### src/rtl/difftest_batch_pkg.sv
// Shared types and helpers for the difftest commit batcher.
// Latency: n/a (types, constants and a pure function only).
// Backpressure: n/a.
//
// Contents: FSM state enum, the "good trap" exit code, saturating min helper.
package difftest_batch_pkg;

  typedef enum logic [1:0] {
    RUN   = 2'd0,
    DRAIN = 2'd1,
    EXIT  = 2'd2
  } state_e;

  localparam logic [63:0] EXIT_GOOD = 64'hFFFF_FFFF_FFFF_FFFF;

  // Smaller of two unsigned values; used to clamp an emitted step to STEP_MAX.
  function automatic logic [31:0] sat_min(input logic [31:0] a, input logic [31:0] b);
    return (a < b) ? a : b;
  endfunction

endpackage

### src/rtl/difftest_commit_adder.sv
// Sums the valid-gated per-core commit counts of one cycle.
// Latency: purely combinational, 0 cycles.
// Backpressure: none; every valid count is consumed the cycle it is presented.
//
// Ports:
//   i_valid [NUM_CORES]        per-core count valid
//   i_cnt   [NUM_CORES*CNT_W]  packed counts, core i at [i*CNT_W +: CNT_W]
//   o_sum   [SUM_W]            total of the valid counts (SUM_W must exceed CNT_W)
module difftest_commit_adder
  import difftest_batch_pkg::*;
#(
  parameter int NUM_CORES = 1,
  parameter int CNT_W     = 4,
  parameter int SUM_W     = 17
) (
  input  logic [NUM_CORES-1:0]       i_valid,
  input  logic [NUM_CORES*CNT_W-1:0] i_cnt,
  output logic [SUM_W-1:0]           o_sum
);

  always_comb begin
    o_sum = '0;
    for (int i = 0; i < NUM_CORES; i++) begin
      if (i_valid[i]) begin
        o_sum = o_sum + {{(SUM_W-CNT_W){1'b0}}, i_cnt[i*CNT_W +: CNT_W]};
      end
    end
  end

endmodule

### src/rtl/difftest_step_batcher.sv
// Batches per-core commit counts into difftest_step pulses and reports the trap exit code.
// Latency: difftest_step is registered, 1 cycle after the commits that complete a batch.
// Backpressure: none; excess commits saturate the accumulator and set the sticky overflow flag.
//
// Ports:
//   i_clock, i_reset (async, active low)
//   i_commit_valid / i_commit_cnt   per-core commit counts
//   i_trap_valid / i_trap_code      single-cycle trap report (code 0 = good trap)
//   o_difftest_step                 instructions to step this cycle, 0 = none
//   o_difftest_exit                 0 = running, all-ones = good exit, else error code
//   o_acc_overflow                  sticky accumulator saturation flag
//   o_pending                       registered accumulator value
module difftest_step_batcher
  import difftest_batch_pkg::*;
#(
  parameter int NUM_CORES       = 1,
  parameter int CNT_W           = 4,
  parameter int STEPWIDTH       = 8,
  parameter int ACC_W           = 16,
  parameter int BATCH_THRESHOLD = 16,
  parameter int FLUSH_TIMEOUT   = 64
) (
  input  logic                       i_clock,
  input  logic                       i_reset,
  input  logic [NUM_CORES-1:0]       i_commit_valid,
  input  logic [NUM_CORES*CNT_W-1:0] i_commit_cnt,
  input  logic                       i_trap_valid,
  input  logic [31:0]                i_trap_code,
  output logic [STEPWIDTH-1:0]       o_difftest_step,
  output logic [63:0]                o_difftest_exit,
  output logic                       o_acc_overflow,
  output logic [ACC_W-1:0]           o_pending
);

  localparam int          SUM_W      = ACC_W + 1;
  localparam int          WIDE_W     = ACC_W + 2;
  localparam int          TMR_W      = $clog2(FLUSH_TIMEOUT) + 1;
  localparam logic [31:0] STEP_MAX32 = 32'((1 << STEPWIDTH) - 1);

  state_e               r_state;
  logic [ACC_W-1:0]     r_acc;
  logic [TMR_W-1:0]     r_timer;
  logic [31:0]          r_trap_code;
  logic [STEPWIDTH-1:0] r_step;
  logic [63:0]          r_exit;
  logic                 r_ovf;

  logic [SUM_W-1:0]     w_sum;
  logic [SUM_W-1:0]     w_sum_eff;
  logic [WIDE_W-1:0]    w_acc_wide;
  logic                 w_ovf;
  logic [ACC_W-1:0]     w_acc_next;
  logic                 w_drain;
  logic                 w_emit;
  state_e               w_state_nx;
  logic [ACC_W-1:0]     w_acc_d;
  logic [TMR_W-1:0]     w_timer_d;
  logic [31:0]          w_code_d;
  logic [STEPWIDTH-1:0] w_step_d;
  logic [63:0]          w_exit_d;

  difftest_commit_adder #(
    .NUM_CORES (NUM_CORES),
    .CNT_W     (CNT_W),
    .SUM_W     (SUM_W)
  ) u_adder (
    .i_valid (i_commit_valid),
    .i_cnt   (i_commit_cnt),
    .o_sum   (w_sum)
  );

  // Only RUN accepts new commits; DRAIN and EXIT see a zero sum.
  assign w_sum_eff  = (r_state == RUN) ? w_sum : '0;
  assign w_acc_wide = {2'b00, r_acc} + {1'b0, w_sum_eff};
  assign w_ovf      = (w_acc_wide > {2'b00, {ACC_W{1'b1}}});
  assign w_acc_next = w_ovf ? {ACC_W{1'b1}} : w_acc_wide[ACC_W-1:0];

  always_comb begin
    w_state_nx = r_state;
    w_code_d   = r_trap_code;
    w_drain    = 1'b0;
    w_exit_d   = r_exit;
    w_step_d   = '0;
    w_acc_d    = w_acc_next;
    w_timer_d  = r_timer;

    case (r_state)
      RUN: begin
        // The trap cycle already drains, so the final batch (including this
        // cycle's commits) leaves immediately instead of waiting a cycle.
        if (i_trap_valid) begin
          w_drain    = 1'b1;
          w_code_d   = i_trap_code;
          w_state_nx = (w_acc_next == '0) ? EXIT : DRAIN;
        end
      end
      DRAIN: begin
        w_drain = 1'b1;
        if (w_acc_next == '0) begin
          w_state_nx = EXIT;
        end
      end
      EXIT:    w_state_nx = EXIT;
      default: w_state_nx = RUN;
    endcase

    w_emit = (r_state != EXIT) && (w_acc_next != '0) &&
             (({{(32-ACC_W){1'b0}}, w_acc_next} >= BATCH_THRESHOLD) ||
              ({{(32-TMR_W){1'b0}}, r_timer} >= FLUSH_TIMEOUT - 1) ||
              w_drain);

    if (w_emit) begin
      w_step_d  = STEPWIDTH'(sat_min({{(32-ACC_W){1'b0}}, w_acc_next}, STEP_MAX32));
      w_acc_d   = w_acc_next - ACC_W'(sat_min({{(32-ACC_W){1'b0}}, w_acc_next}, STEP_MAX32));
      w_timer_d = '0;
    end else if (w_acc_next == '0) begin
      w_timer_d = '0;
    end else if (r_timer != {TMR_W{1'b1}}) begin
      w_timer_d = r_timer + 1'b1;
    end

    // EXIT is only entered once the accumulator is empty, so the exit code is
    // always at least one cycle behind the last step pulse.
    if ((w_state_nx == EXIT) && (r_state != EXIT)) begin
      w_exit_d = (w_code_d == 32'h0) ? EXIT_GOOD : {32'h0, w_code_d};
    end
  end

  always_ff @(posedge i_clock or negedge i_reset) begin
    if (!i_reset) begin
      r_state <= RUN;
    end else begin
      r_state <= w_state_nx;
    end
  end

  always_ff @(posedge i_clock or negedge i_reset) begin
    if (!i_reset) begin
      r_acc       <= '0;
      r_timer     <= '0;
      r_trap_code <= '0;
      r_step      <= '0;
      r_exit      <= '0;
      r_ovf       <= 1'b0;
    end else begin
      r_acc       <= w_acc_d;
      r_timer     <= w_timer_d;
      r_trap_code <= w_code_d;
      r_step      <= w_step_d;
      r_exit      <= w_exit_d;
      r_ovf       <= r_ovf | w_ovf;
    end
  end

  assign o_difftest_step = r_step;
  assign o_difftest_exit = r_exit;
  assign o_acc_overflow  = r_ovf;
  assign o_pending       = r_acc;

endmodule

### config.mk
export PLATFORM = sky130hd
export DESIGN_NAME = difftest_step_batcher
export DESIGN_NICKNAME = d
export VERILOG_FILES = /design/src/rtl/difftest_batch_pkg.sv /design/src/rtl/difftest_commit_adder.sv /design/src/rtl/difftest_step_batcher.sv
export SDC_FILE = /design/constraint.sdc
export NUM_CORES = 1
export LEC_CHECK = 0
export CAP_MARGIN = 40
export CELL_PAD_IN_SITES_DETAIL_PLACEMENT = 2
export CELL_PAD_IN_SITES_GLOBAL_PLACEMENT = 2
export CORE_MARGIN = 2
export CORE_UTILIZATION = 30
export CTS_CLUSTER_DIAMETER = 200
export DETAILED_ROUTE_END_ITERATION = 8
export GPL_ROUTABILITY_DRIVEN = 0
export PLACE_DENSITY_LB_ADDON = 0.1
export SYNTH_ARGS = -nofsm -noshare
export SYNTH_HDL_FRONTEND = slang
export SYNTH_SLANG_ARGS = --single-unit
### constraint.sdc
create_clock -name i_clock -period 5.4 [get_ports i_clock]
set_clock_uncertainty 0.1 [all_clocks]
set_input_delay 0.54 -clock i_clock [delete_from_list [all_inputs] [get_ports i_clock]]
set_output_delay 0.54 -clock i_clock [all_outputs]
set_load 0.02 [all_outputs]
# == Yosys cells after proc, flatten, opt, wreduce, memory -nomap -nowiden ==
# Cells that the tools add are included.
# totals
output_inout_bits,89
regBits,130
word_cells,48
input_bits,40
# op_classes
muxes,18
n_eq_ne,5
n_reduce_logical,10
n_lt_le_gt_ge,4
n_addsub,3
bitwise_logic,1
# op_table
operator,n
$mux W32,2
$mux W64,1
$mux W16,3
$logic_not A32 Y1,1
$mux W7,3
$add A16 B17 Y18,1
$gt A18 B16 Y1 const B,1
$mux W17,1
$ge A16 B5 Y1 const B,1
$logic_not A16 Y1,1
$lt A16 B8 Y1 const B,1
$reduce_bool A16 Y1,1
$sub A16 B16 Y16,1
$mux W8,1
$add A7 B1 Y7 const B,1
$ge A7 B6 Y1 const B,1
$ne A7 B7 Y1 const B,1
$mux W2,3
$pmux W2 S3,1
$eq A2 B2 Y1 const B,2
$mux W4,1
$logic_and A1 B1 Y1,3
$reduce_bool A3 Y1,1
$eq A2 B1 Y1 const B,1
other kinds (6),7

# == Logic depth before layout (Yosys ltp) ==
# logic_depth
ltp_word,11
depth_mapped,19
depth_no_buf,17

# == By module ==
# From an unflattened synthesis, not the netlist that was laid out.
# unflattened
cells_unflattened,622
area_unflattened_um2,5734.2
# modules_own_cells
module,area_per_inst_um2,n_inst,cells_per_inst
difftest_step_batcher,5607.9,1,604
difftest_commit_adder,126.4,1,18

# == Worst setup path before layout ==
# No wires, ideal clock.
# synth_timing
path_type,register to register
startpoint,register r_state[1]
endpoint,register r_acc[10] (netlist: o_pending[10])
path_buffers,2
arrival_ns,3.502
path_stages_with_launch,19
setup_ns,0.125
synth_period_minus_slack_ns,3.727
setup_slack_ns,1.673
cell_sequence,dfrtp_1 -> nor2_1 -> and3_1 -> ha_1 -> inv_1 -> fa_1 -> nor2b_1 -> o21a_1 -> buf_2 -> a41oi_1 -> or2_1 -> and4bb_1 -> buf_6 -> nand2_1 -> nand3_1 -> ha_1 -> o41ai_4 -> o211ai_2 -> mux2_4
# synth_via
elab_chain_cells,10
# synth_rtl
item,line_no,source
"start, declared",difftest_step_batcher.sv:40,state_e r_state;
"start signal, assigned",difftest_step_batcher.sv:133,r_state <= w_state_nx;
branches (longest 9 deep; another with $add A16 B17 Y18),--,
$mux W16 *,difftest_step_batcher.sv:112,if (w_emit) begin
via w_acc_d[10],difftest_step_batcher.sv:56,logic [ACC_W-1:0] w_acc_d;
"end signal, assigned",difftest_step_batcher.sv:146,r_acc <= w_acc_d;
"end, declared",difftest_step_batcher.sv:41,logic [ACC_W-1:0] r_acc;
# Mark *: on every way through the listed nets, which the timed path passes.
# A chain may end at the register's enable or synchronous reset.

# == Worst setup path in the final report ==
# Ends and elaborated chain as after synthesis.

==> run summary <==
Synthesis Warnings = 0
Sequential cell area = 2480 sq um
Lkg Pwr = 2.86 nW
Synth area leader = dfrtp_1
Post-CTS Repair Setup Buffers = 0
Ys flop type = dfrtp_1
Met3 Use GR = 3.30%
Final setup vio count = 0
WL/cell = 18.4 um
Pwr/cell area = 563 nW/um^2
Vert. Die Dim = 135 um
Area of the multi-input gates = 2130 sq um
Pin slew with the least headroom to its limit = 0.827 ns
DRT iter0 DRCs = 132
Crit path capture type = register
Largest family of logic cells by synthesized area = simple AND/OR/NAND/NOR gates
CTS Buf Count = 9
RSZ-0062 raised after global routing = false
Vias = 4,221
Synth top cells by count = dfrtp_1 (99), nor2_1 (61), a21oi_1 (49)
Syn Inst Count = 527
Syn Area/Cell = 9.75 sq um
Global Route Usage Sum = 17.6%
Mapped Area = 5140 sq um
Fin. max-slew vios = 0
# diodes = 0
Fmax = 207 MHz
# nets final = 663
R2r setup slk = 0.58 ns
Worst slew margin = 44.9%
Most frequent cell after synthesis = dfrtp_1
Port buffer count = 128
Final Hold Viols = 0
R2R Path Start = r_state[1]$_DFF_PN0_
Worst-path clk slew = 0.07 ns
Clock Tree Buf Depth = 2
Status = finished, final reports clean
Mux contribution to synthesized area = 6.94%
Synth area leaders = dfrtp_1 (48%), mux2i_1 (6.4%), buf_4 (5.1%), a21oi_1 (4.8%), nor2_1 (4.5%)
WP data arrival = 4.95 ns
Synth Area in Compound Gates = 13.0%
Simple-gate portion of the synthesized area = 16.5%
Fillers = 1,747
Syn Nets = 574
Post-route setup TNS = 0 ns
Clock sink count = 99
# hold bufs at CTS = 0
Peak VDD IR = 0.241 mV
Post-synthesis sequential area ratio = 48.2%
Die Wd = 135 um
DRC errors left = 0
Critical Path RT = 5.53 ns
Rows = 47
Met2 Track Usage GR = 30.7%
Dpl ws = 0.471 ns
XOR/XNOR share of the synthesized area = 3.07%
Die area = 18,200 sq um
H-Tree Level Count = 3
CTS tree = yes
Seq cells post-synth = 99
Synth top area share = 48.2%
Hold WC Path Type = in2async
Met1 Usage GRT = 22.5%
Final Cycle Share = 89.3%
Layout cells sized above 1 = 5.80%
Synth-to-Final Area Change = 29.6%
First-pass GRT wire length = 25.1 mm
Hold WS = 0.178 ns
Max_cap viols = 0
Vias per Instance = 5.02
Largest net degree at the start of global routing = 61
Final WL = 15.4 mm
WS Path Type = reg2reg
Post-synthesis adder-cell area fraction = 1.85%
Number of synthesized flops with an enable pin = 0
R2R Path End = o_pending[10]$_DFF_PN0_
Max FO, Critical Path = 17
Initial core utilization = 30.9%
Antenna violations before repair = 1
Drt pass-1 iters = 6
Synth async-reset ratio = 100%
Io pins = 129
Core area = 16,600 sq um
Post-DRT Antenna Nets = 0
Worst skew pair latency = 0.34 ns
Gr busiest metal = met2
Post-cts sizing count = 0
Crit start category = register
Minimum clock period after layout = 4.82 ns
Total grt overflow = 0
Synth unique cells = 62
Root Buffer = clkbuf_16
Tot Pwr = 3.75 mW
Hpwl dp = 11.2 mm
R2r worst-path depth = 16
Number of global-route vias before repair = 4,604
Setup ws final = 0.579 ns
## metrics by stage
stage	util (%)	cells	instance area, sq um
after floorplan	-	527	5140
after global placement	38.3	825	6370
after detailed placement	38.3	825	6370
after CTS	40.0	841	6660
after global routing	40.0	841	6660
final	40.0	841	6660
## how the worst max path moves through the flow
stage | startpoint | slack, ns | end
after floorplan | r_state[1]$_DFF_PN0_ | 1.67 | o_pending[10]$_DFF_PN0_
after global placement | i_commit_valid | 0.73 | o_pending[10]$_DFF_PN0_
after detailed placement | i_commit_valid | 0.47 | o_pending[10]$_DFF_PN0_
after CTS | r_state[1]$_DFF_PN0_ | 0.60 | o_pending[10]$_DFF_PN0_
after global routing | r_state[1]$_DFF_PN0_ | 0.14 | o_pending[10]$_DFF_PN0_
final | r_state[1]$_DFF_PN0_ | 0.58 | o_pending[10]$_DFF_PN0_
## worst max-delay path: stages (launching register included)
cell and delay, ns:
dfrtp_1 0.41, nor2_1 0.42, and3_1 0.24, ha_1 0.17, inv_1 0.06, fa_1 0.40, nor2b_1 0.23, o21a_1 0.55
nor3_1 0.14, nor3_1 0.48, or3_1 0.25, nand2_1 0.17, nand3_1 0.13, ha_1 0.31, o41ai_4 0.15, o211ai_2 0.19
mux2_4 0.31
## per-layer routing
metal	wire length (um)	vias to the layer above	part of all wire, %
met2	7890	91	51
met4	172	0	1.1
met3	644	13	4.2
met1	6730	2155	44
li1	-	1962	-
met5	0	-	0
## layout by cell type (no fill, tap or decap), drive strengths merged, types with 7 or more instances in the layout
master and n:
xnor2 11, nand2 22, clkdlybuf4s50 127, dfrtp 99, xor2 7, a21oi 51
buf 9, clkbuf 11, and3 11, o21ai 10, inv 43, mux2i 33
a31oi 7, nor2 61, nor3 11, nand4 12, nand3 18
## area by class of cell
class	instances	share of cell area [%]
flip-flops and latches	99	37.2
multi-input cells	328	31.9
repair buffers	136	20.1
well taps	220	4.14
clock buffers	11	3.65
inverters	42	2.37
clock inverters	5	0.564
## where the power goes
| part | internal, mW | switching [mW] |
|---|---|---|
| logic | 0.804 | 1.14 |
| registers | 1.04 | 0.159 |
| clock network | 0.327 | 0.282 |
## sequential cells by signal (all words and copies together), names as in the netlist
signal and cells:
o_pending 16, o_difftest_step 8, r_state 2, o_acc_overflow 1, r_timer 7, o_difftest_exit 33
r_trap_code 32
## cells by family after synthesis
kind of cell               after synthesis
AOI/OAI and AO/OA                      103
DFF                                     99
adders and majority gates                7
muxes                                   35
xor gates and xnor gates                18
buffers and inverters                  100
and+or+nand+nor                        165
Power figures use the tool's default switching activity.
